<file path="src/rtl/hankel_pkg.sv">
// Shared types and elaboration helpers for the Hankel sequence buffer.
package hankel_pkg;

  typedef enum logic [1:0] {
    ST_IDLE     = 2'd0,
    ST_ANNOUNCE = 2'd1,
    ST_SERVE    = 2'd2
  } rd_state_t;

  function automatic int calc_depth(input int row, input int col);
    return row + col - 1;
  endfunction

  // Index width inside one bank; never zero so slices stay legal for tiny frames.
  function automatic int idx_width(input int depth);
    return (depth > 1) ? $clog2(depth) : 1;
  endfunction

  function automatic bit addr_fits(input int addr_w, input int depth);
    return (64'(1) << addr_w) >= 64'(depth);
  endfunction

endpackage

</file>
<file path="src/rtl/hsb_bank_ram.sv">
// Two-bank sample RAM: one write port, one registered read port; bank is the address MSB.
module hsb_bank_ram
  import hankel_pkg::*;
#(
  parameter int WIDTH = 16,
  parameter int DEPTH = 7,
  parameter int AW    = idx_width(DEPTH)
) (
  input  logic             clk,
  input  logic             rst,
  input  logic             we,
  input  logic [AW:0]      waddr,
  input  logic [WIDTH-1:0] wdata,
  input  logic             re,
  input  logic             clr,
  input  logic [AW:0]      raddr,
  output logic [WIDTH-1:0] q
);

  logic [WIDTH-1:0] mem [2][DEPTH];

  always_ff @(posedge clk) begin
    if (we) mem[waddr[AW]][waddr[AW-1:0]] <= wdata;
  end

  // clr zeroes the output register so a rejected read returns 0.
  always_ff @(posedge clk) begin
    if (rst)      q <= '0;
    else if (re)  q <= mem[raddr[AW]][raddr[AW-1:0]];
    else if (clr) q <= '0;
  end

endmodule

</file>
<file path="src/rtl/hankel_seq_buffer.sv">
// Ping-pong frame buffer feeding the Hankel builder.
// Optional HSB_DROP_CNT_EN: in_ready tied high, overflow samples dropped and counted.
module hankel_seq_buffer
  import hankel_pkg::*;
#(
  parameter int WIDTH = 16,
  parameter int ADDR  = 8,
  parameter int ROW   = 4,
  parameter int COL   = 4,
  parameter int DEPTH = calc_depth(ROW, COL)
) (
  input  logic             clk,
  input  logic             rst,
  input  logic             in_valid,
  input  logic [WIDTH-1:0] in_data,
  output logic             in_ready,
  output logic             start,
  input  logic             rd,
  input  logic [ADDR-1:0]  addr,
  output logic [WIDTH-1:0] data,
  output logic             busy,
  output logic             err
`ifdef HSB_DROP_CNT_EN
  ,
  output logic [15:0]      drop_cnt
`endif
);

  localparam int AW = idx_width(DEPTH);
  localparam logic [AW-1:0]  LAST_IDX  = AW'(DEPTH - 1);
  localparam logic [ADDR-1:0] LAST_ADDR = ADDR'(DEPTH - 1);
  localparam logic [ADDR:0]  DEPTH_X   = (ADDR + 1)'(DEPTH);

  if (!addr_fits(ADDR, DEPTH)) begin : g_addr_check
    $error("hankel_seq_buffer: ADDR too narrow for DEPTH");
  end

  rd_state_t state, state_nxt;
  logic [1:0]    full, full_set, full_clr;
  logic          wbank, rbank;
  logic [AW-1:0] wptr;
  logic          accept, wr_last, rd_ok, rd_bad, rel, addr_in_range;

  // in_valid/in_ready: a sample moves on a rising edge where both are high.
`ifdef HSB_DROP_CNT_EN
  assign in_ready = 1'b1;
  assign accept   = in_valid && !full[wbank];
`else
  assign in_ready = !full[wbank];
  assign accept   = in_valid && in_ready;
`endif

  assign wr_last       = accept && (wptr == LAST_IDX);
  assign addr_in_range = {1'b0, addr} < DEPTH_X;
  assign full_set      = wr_last ? (2'b01 << wbank) : 2'b00;
  assign full_clr      = rel     ? (2'b01 << rbank) : 2'b00;

  always_ff @(posedge clk) begin
    if (rst) state <= ST_IDLE;
    else     state <= state_nxt;
  end

  always_comb begin
    state_nxt = state;
    unique case (state)
      ST_IDLE:     if (full[rbank]) state_nxt = ST_ANNOUNCE;
      ST_ANNOUNCE: state_nxt = ST_SERVE;
      ST_SERVE:    if (rel) state_nxt = ST_IDLE;
      default:     state_nxt = ST_IDLE;
    endcase
  end

  always_comb begin
    start = 1'b0;
    rd_ok = 1'b0;
    rel   = 1'b0;
    unique case (state)
      ST_ANNOUNCE: start = 1'b1;
      ST_SERVE: begin
        rd_ok = rd && addr_in_range;
        rel   = rd && (addr == LAST_ADDR);
      end
      default: ;
    endcase
    rd_bad = rd && !rd_ok;
  end

  // Write and release touch different banks, so set/clear never collide.
  always_ff @(posedge clk) begin
    if (rst) begin
      full  <= 2'b00;
      wbank <= 1'b0;
      rbank <= 1'b0;
      wptr  <= '0;
      busy  <= 1'b0;
      err   <= 1'b0;
    end else begin
      full <= (full | full_set) & ~full_clr;
      if (accept) begin
        if (wr_last) begin
          wptr  <= '0;
          wbank <= ~wbank;
        end else begin
          wptr <= wptr + AW'(1);
        end
      end
      if (rel) begin
        rbank <= ~rbank;
        busy  <= 1'b0;
      end else if (state == ST_ANNOUNCE) begin
        busy <= 1'b1;
      end
      if (rd_bad) err <= 1'b1;
    end
  end

`ifdef HSB_DROP_CNT_EN
  always_ff @(posedge clk) begin
    if (rst)                                              drop_cnt <= '0;
    else if (in_valid && full[wbank] && drop_cnt != 16'hFFFF) drop_cnt <= drop_cnt + 16'd1;
  end
`endif

  hsb_bank_ram #(
    .WIDTH(WIDTH),
    .DEPTH(DEPTH),
    .AW   (AW)
  ) u_ram (
    .clk  (clk),
    .rst  (rst),
    .we   (accept),
    .waddr({wbank, wptr}),
    .wdata(in_data),
    .re   (rd_ok),
    .clr  (rd_bad),
    .raddr({rbank, addr[AW-1:0]}),
    .q    (data)
  );

endmodule

</file>
<file path="config.mk">
export PLATFORM = sky130hd
export DESIGN_NAME = hankel_seq_buffer
export DESIGN_NICKNAME = d
export VERILOG_FILES = /design/src/rtl/hankel_pkg.sv /design/src/rtl/hsb_bank_ram.sv /design/src/rtl/hankel_seq_buffer.sv
export SDC_FILE = /design/constraint.sdc
export NUM_CORES = 1
export LEC_CHECK = 0
export BUFFER_PORTS_ARGS = -buffer_cell sky130_fd_sc_hd__buf_4
export CORE_UTILIZATION = 65
export DETAILED_ROUTE_END_ITERATION = 8
export PLACE_DENSITY = 0.83
export SKIP_CTS_REPAIR_TIMING = 1
export SYNTH_ARGS = -nofsm -noshare
export SYNTH_HDL_FRONTEND = slang
export SYNTH_SLANG_ARGS = --single-unit
</file>
<file path="constraint.sdc">
create_clock -name clk -period 7.2 [get_ports clk]
set_input_delay 0.72 -clock clk [delete_from_list [all_inputs] [get_ports clk]]
set_output_delay 0.72 -clock clk [all_outputs]
set_load 0.1 [all_outputs]
</file>
## Word level (Yosys, flattened, before mapping)

Memories as Yosys holds them, arrays and structs flattened. A register that Yosys moved wholly into a read port is not among the register bits.
Index checks and enable logic that the tools add are counted.

| operators by class | value |
|---|---|
| add/subtract/negate cells | 1 |
| bitwise gates (word level) | 7 |
| equal/unequal tests | 6 |
| multiplexer cells | 24 |
| multipliers | 0 |
| order comparisons | 6 |
| reductions and logical operators | 13 |
| div/mod/pow operators | 0 |
| shift-type cells | 2 |

Operators by type and width:

| kind | count |
|---|---|
| 112-bit two-way mux | 1 |
| 16-bit two-way mux | 5 |
| 16-bit binary-select mux with 3-bit select | 1 |
| 16-bit demux with 3-bit select | 1 |
| 1-bit two-way mux | 10 |
| 8-bit by 3-bit equality test with 1-bit output (second input constant) | 1 |
| 4-bit greater-or-equal comparator (second input constant) | 2 |
| 8-bit by 3-bit < comparator with 1-bit output (second input constant) | 1 |
| 2-bit two-way mux | 4 |
| 3-bit NOT with 4-bit output | 2 |
| 1-bit logical AND | 6 |
| 2-bit one-hot mux with 3 select lines | 1 |
| 1-bit by 2-bit < comparator with 1-bit output (second input constant) | 2 |
| 4-bit by 1-bit < comparator with 1-bit output (second input constant) | 1 |
| 2-bit inequality test (second input constant) | 2 |
| 2-bit AND reduction | 2 |
| 1-bit by 1-bit left shift with 2-bit output (first input constant) | 2 |
| 3-bit by 1-bit adder with 3-bit output (second input constant) | 1 |
| 3-bit equality test (second input constant) | 1 |
| 3-bit two-way mux | 1 |
| 2-bit AND | 1 |
| 2-bit by 1-bit equality test with 1-bit output (second input constant) | 1 |
| 2-bit equality test (second input constant) | 1 |
| 1-bit logical NOT | 2 |
| 6 further kinds | 7 |

| word-level totals | value |
|---|---|
| bits in latches | 0 |
| ROM bits | 0 |
| bits of input ports | 28 |
| RAM bits | 224 |
| flip-flop bits (word level) | 27 |
| memories | 1 |

Memory list:

| name | depth | width | read ports | clocked after memory_dff | wr ports | line | text |
|---|---|---|---|---|---|---|---|
| u_ram.mem | 2 | 112 | 1 | 1 | 1 | hsb_bank_ram.sv:20 | `logic [WIDTH-1:0] mem [2][DEPTH];` |

## Logic depth before layout (Yosys ltp)

| logic depth | value |
|---|---|
| depth in word-level cells | 8 |
| gate-level depth with buffers | 8 |
| gate-level depth less buffers | 5 |

## Modules after synthesis

Synthesis repeated with hierarchy kept, for this count alone.

| second synthesis, totals | value |
|---|---|
| cells, all modules | 635 |
| area total of the unflattened synthesis | 9967.1 sq um |

By module, submodules not included:

| module | area each (sq um) | times used | cells an instance | seq. area each (sq um) |
|---|---|---|---|---|
| hsb_bank_ram | 9374.0 | 1 | 571 | 7046.8 |
| hankel_seq_buffer | 593.1 | 1 | 64 | 220.2 |

## Worst setup path before layout

No wires, ideal clock.

| timing | value |
|---|---|
| path kind | input -> register |
| from | in in_valid |
| to | mem u_ram.mem[0][100] in the netlist's numbering (enable) |
| stages | 4 |
| path slack | 3.723 ns |
| data required time | 6.764 ns |
| path buffers | 1 |
| data arrival time | 3.040 ns |
| cells stage by stage | clkbuf_1 inv_1 nor3_1 nor4b_1 |

| on the way | value |
|---|---|
| cells in the longest elaborated chain, start to end | 3 |

Ends and longest elaborated chain:

| item | line | text |
|---|---|---|
| start, declared | hankel_seq_buffer.sv:14 | `input logic in_valid,` |
| 1-bit logical AND | hankel_seq_buffer.sv:50 | `assign accept = in_valid && in_ready;` |
| 1-bit two-way mux | hsb_bank_ram.sv:23 | `if (we) mem[waddr[AW]][waddr[AW-1:0]] <= wdata;` |
| 112-bit two-way mux (not written as such) | hsb_bank_ram.sv:23 |  |
| end, declared | hsb_bank_ram.sv:20 |  |

No other way between the ends.

## Final worst setup path

| timing | value |
|---|---|
| from | reg wbank |
| to | mem u_ram.mem[1][72] in the netlist's numbering (enable) |

| on the way | value |
|---|---|
| cells in the longest elaborated chain, start to end | 6 |

Ends and longest elaborated chain:

| item | line | text |
|---|---|---|
| start, declared | hankel_seq_buffer.sv:40 | `logic wbank, rbank;` |
| start signal, assigned | hankel_seq_buffer.sv:102 | `wbank <= ~wbank;` |
| 1-bit two-way mux (not written as such) (2 in series) | hankel_seq_buffer.sv:49 | `assign in_ready = !full[wbank];` |
| 1-bit logical NOT | hankel_seq_buffer.sv:49 |  |
| 1-bit logical AND | hankel_seq_buffer.sv:50 |  |
| 1-bit two-way mux | hsb_bank_ram.sv:23 |  |
| 112-bit two-way mux (not written as such) | hsb_bank_ram.sv:23 |  |

Several ways; a longest one is shown, not always the timed one. The select of a mux whose other input is x is not followed.

==> reports/metrics.sh <==
SYNTH.MUX.AREA_FRACTION_PCT=12.4
P_PER_AREA_mW_PER_MM2=261
POST_SYNTH_INSTANCE_AREA_MM2=0.00992
CTS_NUM_SINKS=252
SETUP_TNS_NS=0
GRT_MAX_DEGREE=44
SYNTH_SEQ_CELLS=252
YS.FLOP_TYPE='sky130_fd_sc_hd__edfxtp_1'
POSTLAYOUTCELLAREA_MM2=0.0112
TIMING.FINAL.CRIT_SHARE_PCT=41.0
POST-ROUTE-MIN-PERIOD_NS=2.96
SYN_INST=555
SWITCHING_SHARE_PCT=20.7
DETAIL_ROUTE.ITER0.VIOLATIONS=469
GRT_PASS1_VIAS=5553
SYNTH.MOST_COMMON_CELL='sky130_fd_sc_hd__edfxtp_1'
SYNTH.TOP_CELL.AREA_SHARE_PCT=67.8
VDD.IR_DROP.WORST_mV=0.202
P_INT_mW=2.32
DRC=2
DIE-AREA_MM2=0.0158
TIMING_HOLD_VIOLATIONS_FINAL=0
SWITCHING_POWER_mW=0.607
POSTSYNTHNETCOUNT=587
EFFECTIVE_UTILIZATION_AT_FLOORPLAN_PCT=67.5
P_COMB_SHARE_PCT=3.8
TIMING.CLOCK.SKEW_NS=0.0121
DRIVE_ABOVE_1_SHARE_PCT=26.6
FMAX_GHz=0.338
SYNTHDOMINANTAREACELLTYPE='sky130_fd_sc_hd__edfxtp_1'
WIRE_LENGTH_PER_CELL_UM=26.1
CP-STARTPOINT='wbank$_SDFFE_PP0P_'
STATIC-LEAKAGE-POWER_nW=3.57
DR.PASS1.ITERS=6
RUN_STATUS='finished, violations left'
REGTOREGSTARTPOINT='wbank$_SDFFE_PP0P_'
LAYOUT.CORE_UTILIZATION_PCT=76.3
FIRST_PASS_GRT_WIRE_LENGTH_MM=31.8
YOSYSSEQAREASHARE_PCT=73.4
UNREPAIRED_SETUP_ENDPOINTS_AFTER_GLOBAL_ROUTING='no'
PORT_BUFFERS=47
AREAGROWTHSYNTHTOFINISH_PCT=12.9
SYNTH_TOP_FAMILY_BY_AREA='multiplexers'
WORST-ENDPOINT-REQUIRED_NS=7.40
SYNTH_COMMON_CELLS='224 x sky130_fd_sc_hd__edfxtp_1, 49 x sky130_fd_sc_hd__mux2i_1, 30 x sky130_fd_sc_hd__mux4_2'
P_SEQ_SHARE_PCT=55.1
YOSYS.AREA_SHARE.SIMPLE_PCT=5.35
CTS_TREE='done'
STD_CELL_ROWS=44
WORST-SLEW-PIN-TRANSITION_NS=1.06
DIODES=0
TOT_GR_TRACK_USE_PCT=27.9
CRIT_PATH_END_KIND='register'
WORST_SLEW_MARGIN_REL_PCT=29.5
SYNTH_FA_HA_AREA_SHARE_PCT=0.504
NETLIST-CELL-TYPE-COUNT=41
H-TREE-DEPTH=1
GRT_ANTENNA_BEFORE_REPAIR=0
GRT.OVERFLOW.TOTAL=0
DRV_SLEW=0
CRITPATHLAUNCHTYPE='register'
CLKLATENCYLATEPIN_NS=0.52
ROUTE.FINAL.WIRE_LENGTH_MM=21.2
AVGSYNTHCELLAREA_UM2=17.9
PLACEDINSTANCEAREA_MM2=0.0104
SYNTH-XOR-AREA-SHARE_PCT=0.177
CTS_MAX_PATH_BUFFERS=3
NUM_IO_PINS=48
CORE_AREA_MM2=0.0147
DP_HPWL_MM=12.1
SYNTH_COMPOUND_GATE_AREA_SHARE_PCT=5.52
VIAS_PER_CELL=6.62
HOLD_CLASS='reg2reg'
DETAILROUTE.VIA_COUNT=5367
DIE_WIDTH_UM=126
PATH_MAX_FANOUT=11
VIOLATIONS_IN_THE_FINAL_REPORTS='DRC'
CTS_ROOT_BUF='sky130_fd_sc_hd__clkbuf_16'
CTS.REPORTEDPATHS.CLKPINSLEW_NS=0.06
YOSYSWARNINGS=0
P_CLK_SHARE_PCT=41.0
TRITONCTS.NUM_BUFFERS=24
FINISH.NET_COUNT=641
SYNTH-EDFF-COUNT=224
FINALWEIGHTEDCONGESTION=0.783
YS_TOP_CELLS_BY_AREA='sky130_fd_sc_hd__edfxtp_1 68%, sky130_fd_sc_hd__mux4_2 6.8%, sky130_fd_sc_hd__dfxtp_1 5.6%'
CRITICAL_PATH_TYPE='reg2reg'
HOLD_PATH.STARTPOINT='u_ram.q[3]$_SDFFE_PP0P_'
SETUP_VIOL=0
ANT_NETS=0
FP.DIEH_UM=126
POWER_mW=2.93
ASYNC_RESET_FF_SHARE_PCT=0
CAP_VIOL_MAX_COUNT=0
WORST_EP_ARRIVAL_TIME_NS=3.16
## cells in the final DEF (no fill, tap or decap), types with 5 or more instances in the layout
| cell | count |
|---|---|
| sky130_fd_sc_hd__o22ai_1 | 16 |
| sky130_fd_sc_hd__inv_1 | 5 |
| sky130_fd_sc_hd__nor3_1 | 5 |
| sky130_fd_sc_hd__nor2b_1 | 19 |
| sky130_fd_sc_hd__clkbuf_16 | 25 |
| sky130_fd_sc_hd__dfxtp_1 | 27 |
| sky130_fd_sc_hd__nand2_1 | 23 |
| sky130_fd_sc_hd__edfxtp_1 | 224 |
| sky130_fd_sc_hd__nor2_1 | 27 |
| sky130_fd_sc_hd__o31ai_1 | 12 |
| sky130_fd_sc_hd__a21oi_1 | 5 |
| sky130_fd_sc_hd__nor3_2 | 7 |
| sky130_fd_sc_hd__mux2i_1 | 49 |
| sky130_fd_sc_hd__mux4_2 | 30 |
| sky130_fd_sc_hd__a211oi_2 | 12 |
| sky130_fd_sc_hd__clkinv_2 | 8 |
| sky130_fd_sc_hd__buf_4 | 62 |
| sky130_fd_sc_hd__o21ai_1 | 17 |
## worst paths after layout
path | to | slack (ns) | depth (start not counted)
hold reg to reg | u_ram.q[3]$_SDFFE_PP0P_ | 0.46 | 2
setup / recovery | u_ram.mem[1][72]$_DFFE_PP_ | 4.24 | 5
setup reg to reg | u_ram.mem[1][72]$_DFFE_PP_ | 4.24 | 5
hold / removal | u_ram.q[3]$_SDFFE_PP0P_ | 0.46 | 2
## worst max-delay path, cell delays in order, from the launching register on
cell and delay [ns]:
sky130_fd_sc_hd__dfxtp_1 0.62, sky130_fd_sc_hd__mux2_2 0.43, sky130_fd_sc_hd__nor3_1 0.36, sky130_fd_sc_hd__nand2_1 0.23
sky130_fd_sc_hd__nor2_1 0.61, sky130_fd_sc_hd__buf_4 0.39
## power by group through the flow
| stage | sequential (mW) | clock [mW] | combinational (mW) |
|---|---|---|---|
| floorplan | 1.64 | 0 | 0.0607 |
| global route | 1.61 | 1.26 | 0.120 |
| CTS | 1.61 | 1.22 | 0.113 |
| finish | 1.61 | 1.20 | 0.112 |
| global placement | 1.64 | 0 | 0.107 |
| detailed placement | 1.64 | 0 | 0.112 |
## per-stage QoR
stage / instances / setup WS (ns) / hold slack [ns]
2_1_floorplan: 555 / 3.72 / 0.426
3_3_place_gp: 767 / 4.44 / 0.445
3_5_place_dp: 767 / 4.36 / 0.447
4_1_cts: 811 / 4.31 / 0.443
5_1_grt: 811 / 4.16 / 0.467
6_report: 811 / 4.24 / 0.457
## metal layers
| metal | GRT usage [%] | wire, um | up-vias | share of wire [%] |
|---|---|---|---|---|
| met1 | 35.5 | 8090 | 2729 | 38 |
| met5 | 0 | 0 | - | 0 |
| met2 | 47.2 | 10700 | 273 | 51 |
| met3 | 4.45 | 1550 | 61 | 7.3 |
| li1 | - | - | 2304 | - |
| met4 | 14.0 | 794 | 0 | 3.7 |
## cells by family after synthesis
logic type / after synthesis
flip-flops: 252
AND/OR/NAND/NOR: 103
adder cells (fa/ha/maj): 4
AO/OA/AOI/OAI: 72
buffers and inverters: 40
multiplexers: 82
XOR/XNOR: 2
## area by class of cell
class                      count  area (um^2)
inverter                       6         22.5
clock buffer                  26          629
clock inverter                18          135
tap                          184          230
multi-input combinational    263         2430
sequential                   252         7290
timing repair buffer          62          465
fill                         790         3490
## registers in the layout (all words and copies together) (netlist names), named ones only
| name | count |
|---|---|
| state | 2 |
| wbank | 1 |
| wptr | 3 |
| full | 2 |
| u_ram.mem | 224 |
| u_ram.q | 16 |
| err | 1 |
| busy | 1 |
| rbank | 1 |
Power figures use the tool's default switching activity.
